File: src/rtl/ahb_master_arbiter.sv
// Round-robin arbiter sharing one AHB-lite bus controller master port between
// several requesters; ownership covers the full transaction including the drain.
`ifndef AHB_ADDR_WIDTH
`define AHB_ADDR_WIDTH 32
`endif
`ifndef AHB_DATA_WIDTH
`define AHB_DATA_WIDTH 32
`endif

module ahb_master_arbiter #(
  parameter int NUM_MASTERS  = 2,
  parameter int ADDR_W       = `AHB_ADDR_WIDTH,
  parameter int DATA_W       = `AHB_DATA_WIDTH,
  parameter int DRAIN_CYCLES = 3,
  parameter int TIMEOUT      = 255,
  localparam int OW          = (NUM_MASTERS > 2) ? $clog2(NUM_MASTERS) : 1
) (
  input  logic                          clk,
  input  logic                          rstn,
  input  logic [NUM_MASTERS-1:0]        m_req,
  input  logic [NUM_MASTERS*ADDR_W-1:0] m_addr,
  input  logic [NUM_MASTERS-1:0]        m_addr_ctrl,
  input  logic [NUM_MASTERS-1:0]        m_write,
  input  logic [NUM_MASTERS*DATA_W-1:0] m_wdata,
  output logic [NUM_MASTERS-1:0]        m_gnt,
  output logic [NUM_MASTERS-1:0]        m_ready,
  output logic [NUM_MASTERS-1:0]        m_resp,
  output logic [DATA_W-1:0]             m_rdata,
  output logic                          bus_busreq,
  output logic [ADDR_W-1:0]             bus_haddr,
  output logic                          bus_haddr_ctrl,
  output logic                          bus_hwrite,
  output logic [DATA_W-1:0]             bus_hwdata,
  input  logic                          bus_hgrant,
  input  logic                          bus_hready,
  input  logic                          bus_hresp,
  input  logic [DATA_W-1:0]             bus_hdata,
  output logic [OW-1:0]                 owner,
  output logic                          busy,
  output logic                          timeout_err
);

  localparam int WAIT_W = (TIMEOUT > 1) ? $clog2(TIMEOUT + 1) : 1;
  localparam int DRN_W  = (DRAIN_CYCLES > 1) ? $clog2(DRAIN_CYCLES + 1) : 1;
  localparam logic [WAIT_W-1:0] WAIT_LAST  = WAIT_W'((TIMEOUT > 0) ? TIMEOUT - 1 : 0);
  localparam logic [WAIT_W-1:0] WAIT_MAX   = WAIT_W'(TIMEOUT);
  localparam logic [DRN_W-1:0]  DRAIN_LAST = DRN_W'((DRAIN_CYCLES > 0) ? DRAIN_CYCLES - 1 : 0);
  localparam logic [DRN_W-1:0]  DRAIN_MAX  = DRN_W'(DRAIN_CYCLES);

  typedef enum logic [1:0] {
    ST_IDLE  = 2'd0,
    ST_OWN   = 2'd1,
    ST_BUSY  = 2'd2,
    ST_DRAIN = 2'd3
  } state_e;

  state_e              state_q, state_d;
  logic [OW-1:0]       owner_q, owner_d;
  logic [OW-1:0]       last_owner_q, last_owner_d;
  logic [WAIT_W-1:0]   wait_cnt_q, wait_cnt_d;
  logic [DRN_W-1:0]    drain_cnt_q, drain_cnt_d;
  logic                timeout_err_q, timeout_err_d;
  logic [OW-1:0]       winner;

  logic [ADDR_W-1:0]   addr_arr  [NUM_MASTERS];
  logic [DATA_W-1:0]   wdata_arr [NUM_MASTERS];

  for (genvar gi = 0; gi < NUM_MASTERS; gi++) begin : g_unpack
    assign addr_arr[gi]  = m_addr[gi*ADDR_W +: ADDR_W];
    assign wdata_arr[gi] = m_wdata[gi*DATA_W +: DATA_W];
  end

  // First requester strictly after last_owner in circular order.
  always_comb begin
    logic          found;
    logic [OW-1:0] cand;
    // NOTE: every variable written in a combinational block gets a default
    // first, so no path leaves it unassigned and no latch is inferred.
    winner = last_owner_q;
    found  = 1'b0;
    cand   = '0;
    for (int k = 1; k <= NUM_MASTERS; k++) begin
      cand = OW'((int'(last_owner_q) + k) % NUM_MASTERS);
      if (!found && m_req[cand]) begin
        winner = cand;
        found  = 1'b1;
      end
    end
  end

  always_comb begin
    state_d       = state_q;
    owner_d       = owner_q;
    last_owner_d  = last_owner_q;
    wait_cnt_d    = wait_cnt_q;
    drain_cnt_d   = drain_cnt_q;
    timeout_err_d = 1'b0;

    unique case (state_q)
      ST_IDLE: begin
        if (|m_req) begin
          owner_d      = winner;
          last_owner_d = winner;
          wait_cnt_d   = '0;
          state_d      = ST_OWN;
        end
      end
      ST_OWN: begin
        if (wait_cnt_q != WAIT_MAX) wait_cnt_d = wait_cnt_q + WAIT_W'(1);
        if (bus_hgrant) begin
          state_d = ST_BUSY;
        end else if (!m_req[owner_q]) begin
          state_d     = ST_DRAIN;
          drain_cnt_d = '0;
        end else if (TIMEOUT != 0 && wait_cnt_q == WAIT_LAST) begin
          // Bus never granted: abort and release the arbiter.
          state_d       = ST_DRAIN;
          drain_cnt_d   = '0;
          timeout_err_d = 1'b1;
        end
      end
      ST_BUSY: begin
        if (!bus_hgrant) begin
          state_d     = ST_DRAIN;
          drain_cnt_d = '0;
        end
      end
      ST_DRAIN: begin
        if (!bus_hready) begin
          drain_cnt_d = '0;
        end else if (drain_cnt_q == DRAIN_LAST) begin
          state_d = ST_IDLE;
        end else if (drain_cnt_q != DRAIN_MAX) begin
          drain_cnt_d = drain_cnt_q + DRN_W'(1);
        end
      end
      default: state_d = ST_IDLE;
    endcase
  end

  // Owner's signals stay on the bus through DRAIN; request and grant do not.
  always_comb begin
    bus_busreq     = 1'b0;
    bus_haddr      = '0;
    bus_haddr_ctrl = 1'b0;
    bus_hwrite     = 1'b0;
    bus_hwdata     = '0;
    m_gnt          = '0;
    m_ready        = '0;
    m_resp         = '0;
    if (state_q != ST_IDLE) begin
      bus_haddr        = addr_arr[owner_q];
      bus_haddr_ctrl   = m_addr_ctrl[owner_q];
      bus_hwrite       = m_write[owner_q];
      bus_hwdata       = wdata_arr[owner_q];
      m_ready[owner_q] = bus_hready;
      m_resp[owner_q]  = bus_hresp;
      if (state_q != ST_DRAIN) begin
        bus_busreq     = m_req[owner_q];
        m_gnt[owner_q] = bus_hgrant;
      end
    end
  end

  always_ff @(posedge clk or negedge rstn) begin
    if (!rstn) begin
      state_q       <= ST_IDLE;
      owner_q       <= '0;
      last_owner_q  <= OW'(NUM_MASTERS - 1);
      wait_cnt_q    <= '0;
      drain_cnt_q   <= '0;
      timeout_err_q <= 1'b0;
    end else begin
      // NOTE: state registers use non-blocking assignments so every flop
      // samples the pre-edge values regardless of statement order.
      state_q       <= state_d;
      owner_q       <= owner_d;
      last_owner_q  <= last_owner_d;
      wait_cnt_q    <= wait_cnt_d;
      drain_cnt_q   <= drain_cnt_d;
      timeout_err_q <= timeout_err_d;
    end
  end

  assign m_rdata     = bus_hdata;
  assign owner       = owner_q;
  assign busy        = (state_q != ST_IDLE);
  assign timeout_err = timeout_err_q;

endmodule
File: config.mk
export PLATFORM = sky130hd
export DESIGN_NAME = ahb_master_arbiter
export DESIGN_NICKNAME = d
export VERILOG_FILES = /design/src/rtl/ahb_master_arbiter.sv
export SDC_FILE = /design/constraint.sdc
export NUM_CORES = 1
export LEC_CHECK = 0
export ABC_CLOCK_PERIOD_IN_PS = 1700
export CORE_AREA = 2 2 110 112
export DETAILED_ROUTE_END_ITERATION = 6
export DIE_AREA = 0 0 112 114
export PLACE_DENSITY = 0.62
export SYNTH_ARGS = -nofsm -noshare
export SYNTH_HDL_FRONTEND = slang
export SYNTH_SLANG_ARGS = --single-unit
File: constraint.sdc
create_clock -name clk -period 1.7 [get_ports clk]
set_input_delay 0.17 -clock clk [delete_from_list [all_inputs] [get_ports clk]]
set_output_delay 0.17 -clock clk [all_outputs]
set_load 0.01 [all_outputs]
# == Yosys cells after proc, flatten, opt, wreduce, memory -nomap -nowiden ==
# Cells that the tools add are included.
# totals
regBits,15
out_inout_bits,108
inputBits,171
wordCells,103
# classes
eq_ne,18
addsub,4
bitwise,4
mux,54
magnitude_cmp,5
reduce_logical,12
# op_table
cell,n
$mux 32,8
$mux 2,18
$mux 1,22
$mux 8,2
$ne 2x2->1 const B,8
$pmux 8 s2,1
$ne 3x3->1 const B,3
$add 8x1->8 const B,1
$eq 8x8->1 const B,1
$ne 8x8->1 const B,1
$pmux 2 s4,1
$and 2x2->2,3
$eq 2x2->1 const B,3
$lt 1x2->1 const B,3
$pmux 2 s3,1
$reduce_and 6->1,1
$reduce_and 5->1,1
$ne 4x4->1 const B,1
$reduce_bool 2->1,2
$reduce_and 3->1,1
$reduce_bool 3->1,1
$add 1x1->1 const B,2
$add 2x1->2 const B,1
$eq 2x1->1 const B,1
9 further kinds,10

# == Logic depth before layout (Yosys ltp) ==
# logic_depth
depth_word,7
depth_mapped,8
ltp_nobuf,6

# == Worst setup path after synthesis ==
# OpenSTA, ideal clock, no wires.
# synth_path
path_kind,reg-to-reg
from,reg state_q[0]
to,reg wait_cnt_q[3]
synth_period_minus_slack_ns,1.729
slack_ns,-0.029
path_stages_with_launch,8
n_path_buf,2
required_ns,1.622
setup_ns,0.078
arrival_time_ns,1.651
cell_sequence,dfrtp_1 inv_1 ha_1 buf_6 nor3b_4 buf_6 or4_1 a21boi_1
# synth_between
elab_chain_cells,3
word_cells_on_any_way,7
cone_classes,3 x eq/ne; 1 x mux; 3 x reduce/logical
# synth_lines
element,line,source
from (decl),57,"state_e state_q, state_d;"
from (signal assigned),176,state_q <= state_d;
$eq 2x1->1 / $logic_not 2->1 (equally long branches),99,unique case (state_q)
$ne 2x2->1 (no source line) / $reduce_bool 2->1 (equally long branches),--,
$reduce_and 3->1 (no source line),--,
to (signal assigned),179,wait_cnt_q <= wait_cnt_d;
to (decl),60,"logic [WAIT_W-1:0] wait_cnt_q, wait_cnt_d;"
# Several ways; a longest one is shown, not always the timed one.
# A chain may end at the register's enable or synchronous reset.

# == Worst setup path after layout ==
# layout_path
from,reg state_q[0]
to,reg state_q[1]
# layout_between
elab_chain_cells,3
word_cells_on_any_way,11
cone_classes,8 x eq/ne; 1 x mux; 2 x reduce/logical
# layout_lines
element,line
$eq 2x1->1 (tied with other cells),99
$ne 4x4->1 (no source line) / $ne 2x2->1 (equally long branches),--
$reduce_and 5->1 (no source line),--
# Several ways; a longest one is shown, not always the timed one.

==> results.json <==
{
  "synth_cell_types": 43,
  "outcome": "finished with violations",
  "dpl_cell_area_mm2": 0.004532,
  "mostFrequentLayoutCells": "clkdlybuf4s50_1, buf_2, mux2i_1",
  "violations": "setup timing",
  "setup_tns_ns": -1.225,
  "fmax_ghz": 0.5411,
  "cts-buffers-inserted": 3,
  "final_common_cell": "clkdlybuf4s50_1",
  "grt_first_pass_wirelength_um": 15970,
  "worstSetupStartpointType": "flop",
  "clk_pin_slew_ns": 0.05,
  "final_cells": 663,
  "finalWorstSetupSlack_ns": -0.1482,
  "relSlewSlack_pct": 69.09,
  "synth-main-ff-cell": "dfrtp_1",
  "port_buffers": 214,
  "die_x_um": 112,
  "clock_latency_ns": 0.25,
  "pwr_density_cell_mw_per_mm2": 1573,
  "synth.ff_latch_count": 15,
  "whs_ns": 0.2426,
  "yosysSeqAreaShare_pct": 16.62,
  "crit_path_end_kind": "flop",
  "fin_area_mm2": 0.005321,
  "crit_arrival_ns": 1.98,
  "dp.cells": 627,
  "drtIter0Drc": 84,
  "synth-edff-count": 0,
  "pin_count": 279,
  "antennaDiodeCount": 0,
  "synthCells": 286,
  "rsz0062_at_grt": "yes",
  "antenna_found_initial": 0,
  "core_region_area_mm2": 0.01171,
  "cp_data_required_time_ns": 1.83,
  "grt_use_total_pct": 15.45,
  "netlist_area_mm2": 0.002266,
  "initial_core_util_pct": 19.35,
  "final_layout_size_suffix_gt1_share_pct": 41.67,
  "antenna_left": 0,
  "routed_wl_um": 11150,
  "post_drt_wl_per_cell_um": 16.82,
  "fillCellCount": 1129,
  "slew_violations": 0,
  "hold_viol_final": 0,
  "vias": 2983,
  "finalSetupViolCount": 26,
  "worstSetupPathType": "reg2reg",
  "async_flop_share_pct": 100.0,
  "rows": 40,
  "post-route-min-period_ns": 1.848,
  "dieArea_mm2": 0.01277,
  "grt-ovfl-total": 0,
  "worstPathMaxFanout": 4,
  "synth_warnings": 0,
  "dp_hpwl_um": 8109,
  "worstMarginPinSlew_ns": 0.4622,
  "cts.sinks": 15,
  "cap_viol_max_count": 0,
  "syn_to_final_growth_pct": 134.8,
  "hold_path.class": "in2async",
  "grt_max_degree": 32,
  "gp_congestion": 0.8180,
  "grt_pass1_vias": 3006,
  "cts_root_buffer": "clkbuf_16",
  "die_height_um": 114,
  "routed_via_density": 4.499,
  "finClkSkew_ns": 0.001379,
  "drc_errors": 0,
  "syn-mean-instance-area_um2": 7.923,
  "first_pass_iters": 4,
  "ir_drop_uv": 850.1,
  "final_nets": 696,
  "cts_tree": "built",
  "final_core_util_pct": 45.44,
  "syn_nets": 465,
  "fin_crit_sh_pct": 108.7,
  "htreeDepth": 1,
  "p_leak_nw": 2.365,
  "clk_path_buf_depth": 2
}
==> worst paths after layout <==
kind / from / end / slack [ns] / cells after the start
setup / recovery: state_q[0]$_DFFE_PN0P_ / state_q[1]$_DFFE_PN0P_ / -0.15 / 8
hold / removal: rstn / owner$_DFFE_PN0P_ / 0.24 / 1
max in group asynchronous: rstn / last_owner_q$_DFFE_PN1P_ / 0.90 / 2
min in group clk: bus_hdata[11] / m_rdata[11] / 0.34 / 0
hold reg to reg: last_owner_q$_DFFE_PN1P_ / last_owner_q$_DFFE_PN1P_ / 0.56 / 2
setup reg to reg: state_q[0]$_DFFE_PN0P_ / state_q[1]$_DFFE_PN0P_ / -0.15 / 8
==> final cells by class <==
cell class                 count  area, um^2  share of cell area [%]
inverter                       7       28.78                  0.5408
tap                          147       183.9                   3.456
timing repair buffer         277        2674                   50.25
sequential                    15       380.4                   7.148
clock buffer                   4       78.83                   1.481
multi-input combinational    213        1976                   37.13
==> flip-flops by register name (all words and copies together) (netlist names) <==
| name | flops |
|---|---|
| timeout_err | 1 |
| last_owner_q | 1 |
| drain_cnt_q | 2 |
| owner | 1 |
| state_q | 2 |
| wait_cnt_q | 8 |
==> cells in the mapped netlist (all sizes together), types with 3 or more instances <==
library cell | number | share of area (%)
or4 | 3 | 0.99
nor2 | 70 | 12
o21ai | 4 | 0.88
nand4 | 3 | 1.1
nor3b | 4 | 1.8
o31ai | 3 | 0.99
a21boi | 3 | 0.99
and3 | 6 | 1.7
nand3 | 6 | 1.3
nand2 | 9 | 1.5
mux2i | 68 | 30
clkbuf | 9 | 1.5
inv | 7 | 1.2
ha | 8 | 4.4
mux2 | 4 | 2.0
dfrtp | 14 | 15
buf | 42 | 13
==> metrics by stage <==
stage / worst slack, ns / total power, W
after floorplan: 0.001047 / 0.003228
after global placement: -0.1998 / 0.005967
after detailed placement: -0.2550 / 0.006039
after CTS: -0.1812 / 0.007185
after global routing: -0.1995 / 0.008895
final: -0.1482 / 0.008370
==> power by group <==
group | internal, W | switching [W] | total [W]
sequential | 0.000459 | 0.0000852 | 0.000544
combinational | 0.00407 | 0.00329 | 0.00736
clock | 0.000318 | 0.000147 | 0.000466
total | 0.00485 | 0.00352 | 0.00837
==> worst max-delay path, cell delays in order (launching register included) <==
cell,delay (ns)
dfrtp_1,0.40
buf_6,0.13
buf_6,0.11
ha_4,0.15
buf_6,0.12
buf_6,0.12
a221oi_4,0.28
o21ai_2,0.12
mux2_4,0.31
==> what timing repair did <==
| action | 4_1_cts | 5_1_grt |
|---|---|---|
| setup buffers | 19 | 8 |
| gates resized for setup | 365 | 95 |
| setup endpoints to repair | 86 | 87 |
| hold buffers | 0 | 0 |
| cloned | 4 | 4 |
| pin swaps | 15 | 27 |
==> routing by layer <==
layer  track usage [%]  part of all wire [%]  vias to the layer above
met1             18.54                    38                     1389
met4             3.171                   1.5                        0
met2             28.24                    53                      136
met5                 0                     0                        -
met3             3.666                   7.5                       20
li1                  -                     -                     1438
==> cell families after synthesis <==
family,after synthesis,synth area share [%]
flip-flops,15,16.62
adder cells (fa/ha/maj),8,4.418
buffers and inverters,58,16.01
multiplexers,72,32.03
AND/OR/NAND/NOR,109,22.75
AO/OA/AOI/OAI,24,8.172
(Power assumes the default switching activity.)
